<file path="src/rtl/float_pkg.sv">
// Shared types and constants for the iterative float divider.
// FLOAT_DIVIDER_ROUND_EN adds one extra quotient bit (guard) for rounding.
package float_pkg;

  localparam int FLOAT_SIZE    = 32;
  localparam int EXPONENT_SIZE = 8;
  localparam int MANTISSA_SIZE = 23;
  localparam int BIAS          = 127;

`ifdef FLOAT_DIVIDER_ROUND_EN
  localparam int EXTRA_STEPS = 1;
`else
  localparam int EXTRA_STEPS = 0;
`endif

  // Quotient bits produced by the restoring loop, one per DIVIDE cycle.
  localparam int QUOT_WIDTH = MANTISSA_SIZE + 2 + EXTRA_STEPS;
  // Partial remainder needs one bit above the divisor for the shifted value.
  localparam int REM_WIDTH  = MANTISSA_SIZE + 2;
  localparam int ITER_WIDTH = $clog2(MANTISSA_SIZE + 3);
  // Signed exponent with headroom for overflow and underflow detection.
  localparam int EXP_WIDTH  = EXPONENT_SIZE + 2;

  localparam logic [ITER_WIDTH-1:0]       LAST_ITER = ITER_WIDTH'(QUOT_WIDTH - 1);
  localparam logic signed [EXP_WIDTH-1:0] EXP_BIAS  = EXP_WIDTH'(BIAS);
  localparam logic signed [EXP_WIDTH-1:0] EXP_MAX   = EXP_WIDTH'((2 ** EXPONENT_SIZE) - 2);
  localparam logic signed [EXP_WIDTH-1:0] EXP_ONE   = EXP_WIDTH'(1);

  typedef enum logic [1:0] {
    IDLE,
    DIVIDE,
    NORM,
    DONE
  } state_t;

  typedef struct packed {
    logic                     sign;
    logic [EXPONENT_SIZE-1:0] exponent;
    logic [MANTISSA_SIZE-1:0] mantissa;
  } float_t;

  function automatic float_t unpack_float(input logic [FLOAT_SIZE-1:0] f);
    float_t r;
    r.sign     = f[FLOAT_SIZE-1];
    r.exponent = f[FLOAT_SIZE-2:MANTISSA_SIZE];
    r.mantissa = f[MANTISSA_SIZE-1:0];
    return r;
  endfunction

endpackage

</file>
<file path="src/rtl/mantissa_div_step.sv">
// One radix-2 restoring division step: subtract, keep or restore, shift.
module mantissa_div_step
  import float_pkg::*;
(
  input  logic [REM_WIDTH-1:0] rem,
  input  logic [REM_WIDTH-1:0] divisor,
  output logic [REM_WIDTH-1:0] next_rem,
  output logic                 q_bit
);

  logic [REM_WIDTH:0]   trial;
  logic [REM_WIDTH-1:0] kept;

  // The restored remainder is always below the divisor, so its top bit is free for the shift.
  always_comb begin
    trial    = {1'b0, rem} - {1'b0, divisor};
    q_bit    = ~trial[REM_WIDTH];
    kept     = q_bit ? trial[REM_WIDTH-1:0] : rem;
    next_rem = {kept[REM_WIDTH-2:0], 1'b0};
  end

endmodule

</file>
<file path="src/rtl/float_divider.sv">
// Iterative float divider (a / b), one quotient bit per cycle, start/done handshake.
// Define FLOAT_DIVIDER_ROUND_EN for round-to-nearest-even; otherwise truncates.
module float_divider
  import float_pkg::*;
(
  input  logic                  clk,
  input  logic                  reset,
  input  logic                  start,
  input  logic [FLOAT_SIZE-1:0] a,
  input  logic [FLOAT_SIZE-1:0] b,
  output logic                  busy,
  output logic                  done,
  output logic [FLOAT_SIZE-1:0] out,
  output logic                  overflow,
  output logic                  underflow,
  output logic                  inexact
);

  state_t state, next_state;

  float_t fa, fb;

  logic                        sign_r;
  logic signed [EXP_WIDTH-1:0] exp_r;
  logic [REM_WIDTH-1:0]        rem_r;
  logic [MANTISSA_SIZE:0]      divisor_r;
  logic [QUOT_WIDTH-1:0]       q_r;
  logic [ITER_WIDTH-1:0]       iter_r;

  logic [REM_WIDTH-1:0]        step_rem;
  logic                        step_q;

  logic signed [EXP_WIDTH-1:0] final_exp;
  logic [MANTISSA_SIZE-1:0]    final_man;
  logic                        final_inexact;
  logic                        rem_nz;
`ifdef FLOAT_DIVIDER_ROUND_EN
  logic [MANTISSA_SIZE-1:0]    man_trunc;
  logic [MANTISSA_SIZE:0]      man_inc;
  logic                        guard;
  logic                        sticky;
  logic                        round_up;
`else
  logic                        extra;
`endif

  // Split the operands into their fields.
  always_comb begin
    fa = unpack_float(a);
    fb = unpack_float(b);
  end

  mantissa_div_step u_step (
    .rem      (rem_r),
    .divisor  ({1'b0, divisor_r}),
    .next_rem (step_rem),
    .q_bit    (step_q)
  );

  // State register; reset aborts any operation in flight.
  always_ff @(posedge clk) begin
    if (reset) state <= IDLE;
    else       state <= next_state;
  end

  // Next-state logic and handshake outputs.
  always_comb begin
    next_state = state;
    busy       = 1'b0;
    done       = 1'b0;
    case (state)
      IDLE:    if (start) next_state = DIVIDE;
      DIVIDE: begin
        busy = 1'b1;
        if (iter_r == LAST_ITER) next_state = NORM;
      end
      NORM: begin
        busy       = 1'b1;
        next_state = DONE;
      end
      DONE: begin
        done       = 1'b1;
        next_state = IDLE;
      end
      default: next_state = IDLE;
    endcase
  end

  // Normalise the quotient into a mantissa and final exponent and derive inexact.
  always_comb begin
    rem_nz = |rem_r;
`ifdef FLOAT_DIVIDER_ROUND_EN
    if (q_r[QUOT_WIDTH-1]) begin
      man_trunc = q_r[MANTISSA_SIZE+1:2];
      guard     = q_r[1];
      sticky    = rem_nz | q_r[0];
      final_exp = exp_r;
    end else begin
      man_trunc = q_r[MANTISSA_SIZE:1];
      guard     = q_r[0];
      sticky    = rem_nz;
      final_exp = exp_r - EXP_ONE;
    end
    round_up = guard & (sticky | man_trunc[0]);
    man_inc  = {1'b0, man_trunc} + {{MANTISSA_SIZE{1'b0}}, round_up};
    if (man_inc[MANTISSA_SIZE]) begin
      final_man = '0;
      final_exp = final_exp + EXP_ONE;
    end else begin
      final_man = man_inc[MANTISSA_SIZE-1:0];
    end
    final_inexact = guard | sticky;
`else
    if (q_r[QUOT_WIDTH-1]) begin
      final_man = q_r[MANTISSA_SIZE:1];
      extra     = q_r[0];
      final_exp = exp_r;
    end else begin
      final_man = q_r[MANTISSA_SIZE-1:0];
      extra     = 1'b0;
      final_exp = exp_r - EXP_ONE;
    end
    final_inexact = rem_nz | extra;
`endif
  end

  // Operand capture, iterative division and result registers.
  always_ff @(posedge clk) begin
    if (reset) begin
      sign_r    <= 1'b0;
      exp_r     <= '0;
      rem_r     <= '0;
      divisor_r <= '0;
      q_r       <= '0;
      iter_r    <= '0;
      out       <= '0;
      overflow  <= 1'b0;
      underflow <= 1'b0;
      inexact   <= 1'b0;
    end else begin
      case (state)
        IDLE: begin
          if (start) begin
            sign_r    <= fa.sign ^ fb.sign;
            exp_r     <= $signed({2'b00, fa.exponent}) - $signed({2'b00, fb.exponent}) + EXP_BIAS;
            rem_r     <= {2'b01, fa.mantissa};
            divisor_r <= {1'b1, fb.mantissa};
            q_r       <= '0;
            iter_r    <= '0;
          end
        end
        DIVIDE: begin
          rem_r  <= step_rem;
          q_r    <= {q_r[QUOT_WIDTH-2:0], step_q};
          iter_r <= iter_r + ITER_WIDTH'(1);
        end
        NORM: begin
          out       <= {sign_r, final_exp[EXPONENT_SIZE-1:0], final_man};
          overflow  <= final_exp > EXP_MAX;
          underflow <= final_exp < EXP_ONE;
          inexact   <= final_inexact;
        end
        default: ;
      endcase
    end
  end

endmodule

</file>
<file path="config.mk">
export PLATFORM = sky130hd
export DESIGN_NAME = float_divider
export DESIGN_NICKNAME = d
export VERILOG_FILES = /design/src/rtl/float_pkg.sv /design/src/rtl/mantissa_div_step.sv /design/src/rtl/float_divider.sv
export SDC_FILE = /design/constraint.sdc
export NUM_CORES = 1
export LEC_CHECK = 0
export ABC_AREA = 1
export BUFFER_PORTS_ARGS = -buffer_cell sky130_fd_sc_hd__buf_2
export CAP_MARGIN = 0
export CELL_PAD_IN_SITES_DETAIL_PLACEMENT = 2
export CELL_PAD_IN_SITES_GLOBAL_PLACEMENT = 2
export CORE_ASPECT_RATIO = 0.8
export CORE_MARGIN = 1.5
export CORE_UTILIZATION = 27
export CTS_BUF_LIST = sky130_fd_sc_hd__clkbuf_8 sky130_fd_sc_hd__clkbuf_16
export CTS_CLUSTER_DIAMETER = 200
export CTS_CLUSTER_SIZE = 28
export DETAILED_ROUTE_END_ITERATION = 6
export PLACE_DENSITY = 0.7
export SYNTH_ARGS = -nofsm -noshare
export SYNTH_HDL_FRONTEND = slang
export SYNTH_HIERARCHICAL = 1
export SYNTH_SLANG_ARGS = --single-unit
</file>
<file path="constraint.sdc">
create_clock -name clk -period 2.9 [get_ports clk]
set_input_delay 0 -clock clk [delete_from_list [all_inputs] [get_ports clk]]
set_output_delay 0 -clock clk [all_outputs]
set_load 0.005 [all_outputs]
</file>
[Word level (Yosys, flattened, before mapping)]
Cells that the tools add are included.
Word-level totals
  bits in registers: 127
  logic and storage cells: 49
  input bits: 67
Operators by class
  eq/ne operators: 6
  reduce and logical (&&, ||, !) cells: 7
  order comparisons: 2
  muxes and demuxes: 15
  add/subtract/negate cells: 5
  bitwise operators: 3
Operators by type and width (count)
  $pmux 25 s2: 2
  $mux 25: 2
  $sub 25x24->26: 1
  $reduce_or 25->1: 1
  $mux 24: 1
  $mux 23: 1
  $add 9x8->10 const B: 1
  $gt 10x9->1 const B: 1
  $lt 10x2->1 const B: 1
  $mux 10: 1
  $pmux 5 s2: 1
  $sub 10x2->10 const B: 1
  $sub 8x8->9: 1
  $pmux 2 s4: 1
  $reduce_and 2->1: 3
  $add 5x1->5 const B: 1
  $eq 5x5->1 const B: 1
  $mux 5: 1
  $eq 2x2->1 const B: 2
  $mux 2: 2
  $ne 2x2->1 const B: 2
  $mux 1: 3
  $eq 2x1->1 const B: 1
  $logic_not 2->1: 1
  5 further kinds: 5

[Longest topological paths before layout]
  word-level depth: 3
  depth in mapped cells: 15
  gate-level depth less buffers: 15

[By module]
Netlist, hierarchy kept.
By module, submodules not included
  float_divider: area each 5963.2 sq um, seq. area each 2542.4 sq um, cells an instance 830, times used 1
  mantissa_div_step: area each 2237.1 sq um, seq. area each 0.0 sq um, cells an instance 468, times used 1

[Worst setup path after synthesis]
OpenSTA, ideal clock, no wires.
  kind: reg2reg
  start: register divisor_r[8]
  end: register rem_r[23]
  path buffers: 1
  stages on the path, launching flop included: 15
  path slack: 913 ps
  period minus slack after synthesis: 1987 ps
  arrival: 1868 ps
  cell sequence: dfxtp_1 > inv_1 > ha_1 > nand2_1 > inv_1 > nand2_1 > nand2_1 > inv_1 > nand3_1 > nand2_2 > nand3_4 > buf_8 > nand3_1 > nand2_1 > o221a_2
On the way
  longest elaborated chain between the ends: 3
RTL lines
  from (decl): line float_divider.sv:26  | logic [MANTISSA_SIZE:0] divisor_r;
  from (signal assigned): line float_divider.sv:147  | divisor_r <= {1'b1, fb.mantissa};
  $sub 25x24->26: line mantissa_div_step.sv:16  | trial = {1'b0, rem} - {1'b0, divisor};
  $mux 24: line mantissa_div_step.sv:18  | kept = q_bit ? trial[REM_WIDTH-1:0] : rem;
  named net step_rem[23]: line float_divider.sv:30  | logic [REM_WIDTH-1:0] step_rem;
  $pmux 25 s2: line float_divider.sv:141  | case (state)
  to (signal assigned): line float_divider.sv:146  | rem_r <= {2'b01, fa.mantissa};
  to (signal assigned): line float_divider.sv:153  | rem_r <= step_rem;
  to (decl): line float_divider.sv:25  | logic [REM_WIDTH-1:0] rem_r;
The timed path passes the listed nets, and every way through them passes these cells.
A chain may end at the register's enable or synchronous reset.

[Final worst setup path]
  start: register rem_r[0]
  end: register rem_r[17]
On the way
  longest elaborated chain between the ends: 3
RTL lines (line)
  $sub 25x24->26: mantissa_div_step.sv:16
  $mux 24: mantissa_div_step.sv:18
  named net step_rem[17]: float_divider.sv:30
  $pmux 25 s2: float_divider.sv:141
The timed path passes the listed nets, and every way through them passes these cells.

==> metrics <==
Rel. slew slack 45.8%; global-route wire length before repair 49500 um; number of fill cells in the layout 3673; unrepaired setup endpoints after global routing no; crit end category flip-flop; Worst Tran Pin Value around 0.81 ns; EDFF count, synth 0; Inst Count DP ~1.8k; Final Instance Count excl. Fillers 1849; clock sink total ~130; DIE AREA 31400 um2; fin nets 1541; Seq. cell area between 2000 and 3000 um2; Synth async-reset ratio 0%; Syn Std Cell Area 8200 um2; crit-path max FO 3; crit path time final about 2.5 ns; hold slack 0.0446 ns; starting density of the core approximately 28%; DR vias/cell approximately 4.7; post-synthesis sequential area ratio a little over 30%; CP Launch Type flip-flop; fin. max-slew vios 0; ant diodes 0; Initial DRT Pass Iterations 4; cell area after layout 10100 um2; worst setup path class flip-flop to flip-flop; CP startpoint rem_r[0]$_SDFFE_PP0P_; VDD IR max 0.000430 V; routed wire length 30300 um; Iteration-0 DRC Markers around 290; area of the multi-input gates 4670 um2; hpwl dp 22400 um; Yosys warning count 6; fin crit share 86.3%; Synth top cells by count 403 x nand2_1, 186 x inv_1, 127 x dfxtp_1, 113 x nor2_1, 93 x nand3_1; area post-placement 9090 um2; RR Startpoint rem_r[0]$_SDFFE_PP0P_; gr usage total 19.9%; Setup Viol. Count Final 0; share of cells above drive strength 1 around 14%; Worst-path clk slew 0.06 ns; Critical Path Max Stage Delay 0.41 ns; PD cells 1100 nW/um2; vias after detailed routing 8660; Synth Instances 1298; Max Freq roughly 400 MHz; DRC viols 0; net count after synthesis between 1k and 1.5k; ys flop type dfxtp_1; Synth Area per Inst 6.32 um2; H-tree levels 4; worst-skew pair later-pin latency approximately 0.43 ns; Area contributors post-synth dfxtp_1 31%, nand2_1 18%, inv_1 8.5%; status complete, no violations; wire length per cell roughly 16 um; leakage approximately 0.0050 uW; vias in the first global route 9361; max cap viols 0; cell taking the most area after synthesis dfxtp_1; antenna violations before repair 0; CTS tree built; hold crit path type input pin to flip-flop; CP Cell Sequence inv_1, ha_1, fa_1, inv_1, nand3_1, nand3_1, nand2_1, nand2_1, nand2_1, nand3b_1, nand3_1, nand2_1, nand2_1, a31oi_1; cell with the most instances after synthesis nand2_1; die height 159 um; Pwr Total 11100 uW; final hold viol count 0; cell family with most CP delay simple AND/OR/NAND/NOR gates; CP max-delay cell fa_1; synth unique cells 47; hold_sp start; Num CTS Buffers 17; synth-to-layout area growth 23.7%; core area just under 30000 um2; setup_tns 0 ns; clock root buffer clkbuf_16; GRT overflow 0; FF+latch count, synth around 130; final antenna-violating net count 0; post-synth top area share 31.0%; Clock Skew 0.0131 ns; die width 198 um; row count 56; GPL Wtd Cong just over 0.8; # IOs 104; largest net degree at the start of global routing 39; I/O Buffers 103; crit path DAT 2.86 ns; CP Buf/Inv Count 2; Max Buffers Root-to-Sink 2; CP required roughly 3.3 ns; setup bufs post-CTS 0; CP most frequent cell nand2_1
[worst min-delay path, cell delays in order]
cell and delay (ns):
buf_2 0.12, inv_1 0.07, a21oi_1 0.07, inv_1 0.09, a21oi_1 0.07
[cell usage in the layout, fill, tap and decap left out, types with 11 or more instances in the layout]
master and instances:
nand2_1 403, inv_1 185, ha_1 40, xor2_1 12
a31oi_1 24, nand4_1 11, nand3_1 93, clkbuf_16 17
dfxtp_1 127, nor2_1 113, dlygate4sd3_1 47, nand2_2 13
a21oi_1 58, o21ai_0 67, buf_4 17, buf_2 103
o211ai_1 27
[power by group]
part	internal (uW)	switching, uW
clock	1280	913
combinational	2040	4350
sequential	2190	346
[worst paths after layout]
path                                                to  slack [ns]  depth (start not counted)
worst min register to register     out[2]$_SDFFE_PP0P_        0.48                          2
worst min-delay path             state[1]$_SDFFE_PP0P_        0.04                          5
worst max-delay path            rem_r[17]$_SDFFE_PP0P_        0.40                         14
worst max register to register  rem_r[17]$_SDFFE_PP0P_        0.40                         14
[stage by stage]
stage	setup slack (ns)	utilization [%]
after floorplan	0.913	-
after detailed placement	0.419	30.8
final	0.396	34.3
after global routing	0.188	34.3
after global placement	0.449	30.8
after CTS	0.386	34.3
[layout make-up]
cell class              instances  share of cell area, %
multi-input cells             923                   46.0
flip-flops and latches        127                   25.1
repair buffers                167                   11.0
inverters                     195                   7.21
well taps                     406                   5.01
clock buffers                  17                   4.19
clock inverters                14                   1.54
[sequential cells by signal, indices dropped and copies added (netlist names)]
name / count
sign_r: 1
out: 32
rem_r: 25
iter_r: 5
overflow: 1
inexact: 1
exp_r: 10
q_r: 25
state: 2
underflow: 1
divisor_r: 24
[cell families (layout without fill, tap and decap cells)]
logic type / count (synthesis) / after routing / synth area share (%)
xor+xnor: 15 / 15 / 1.60
fa+ha+maj: 43 / 43 / 6.74
flops: 127 / 127 / 31.0
compound gates: 188 / 188 / 13.3
other cells: 2 / 2 / 0.0916
simple gates: 675 / 675 / 35.2
buf+inv: 248 / 393 / 12.1
[timing repair]
action | in CTS | in global routing
endpoints found under the hold margin | 46 | 0
gates resized for setup | 0 | 0
hold buffers | 47 | 0
[metal layers]
layer  vias to the layer above  track usage [%]  share of wire (%)
li1                       4378                -                  -
met1                      4164             28.3                 53
met2                       102             31.7                 44
met3                        16             3.12                2.3
met4                         0             3.85               0.85
met5                         -                0                  0
(Power assumes the default switching activity.)
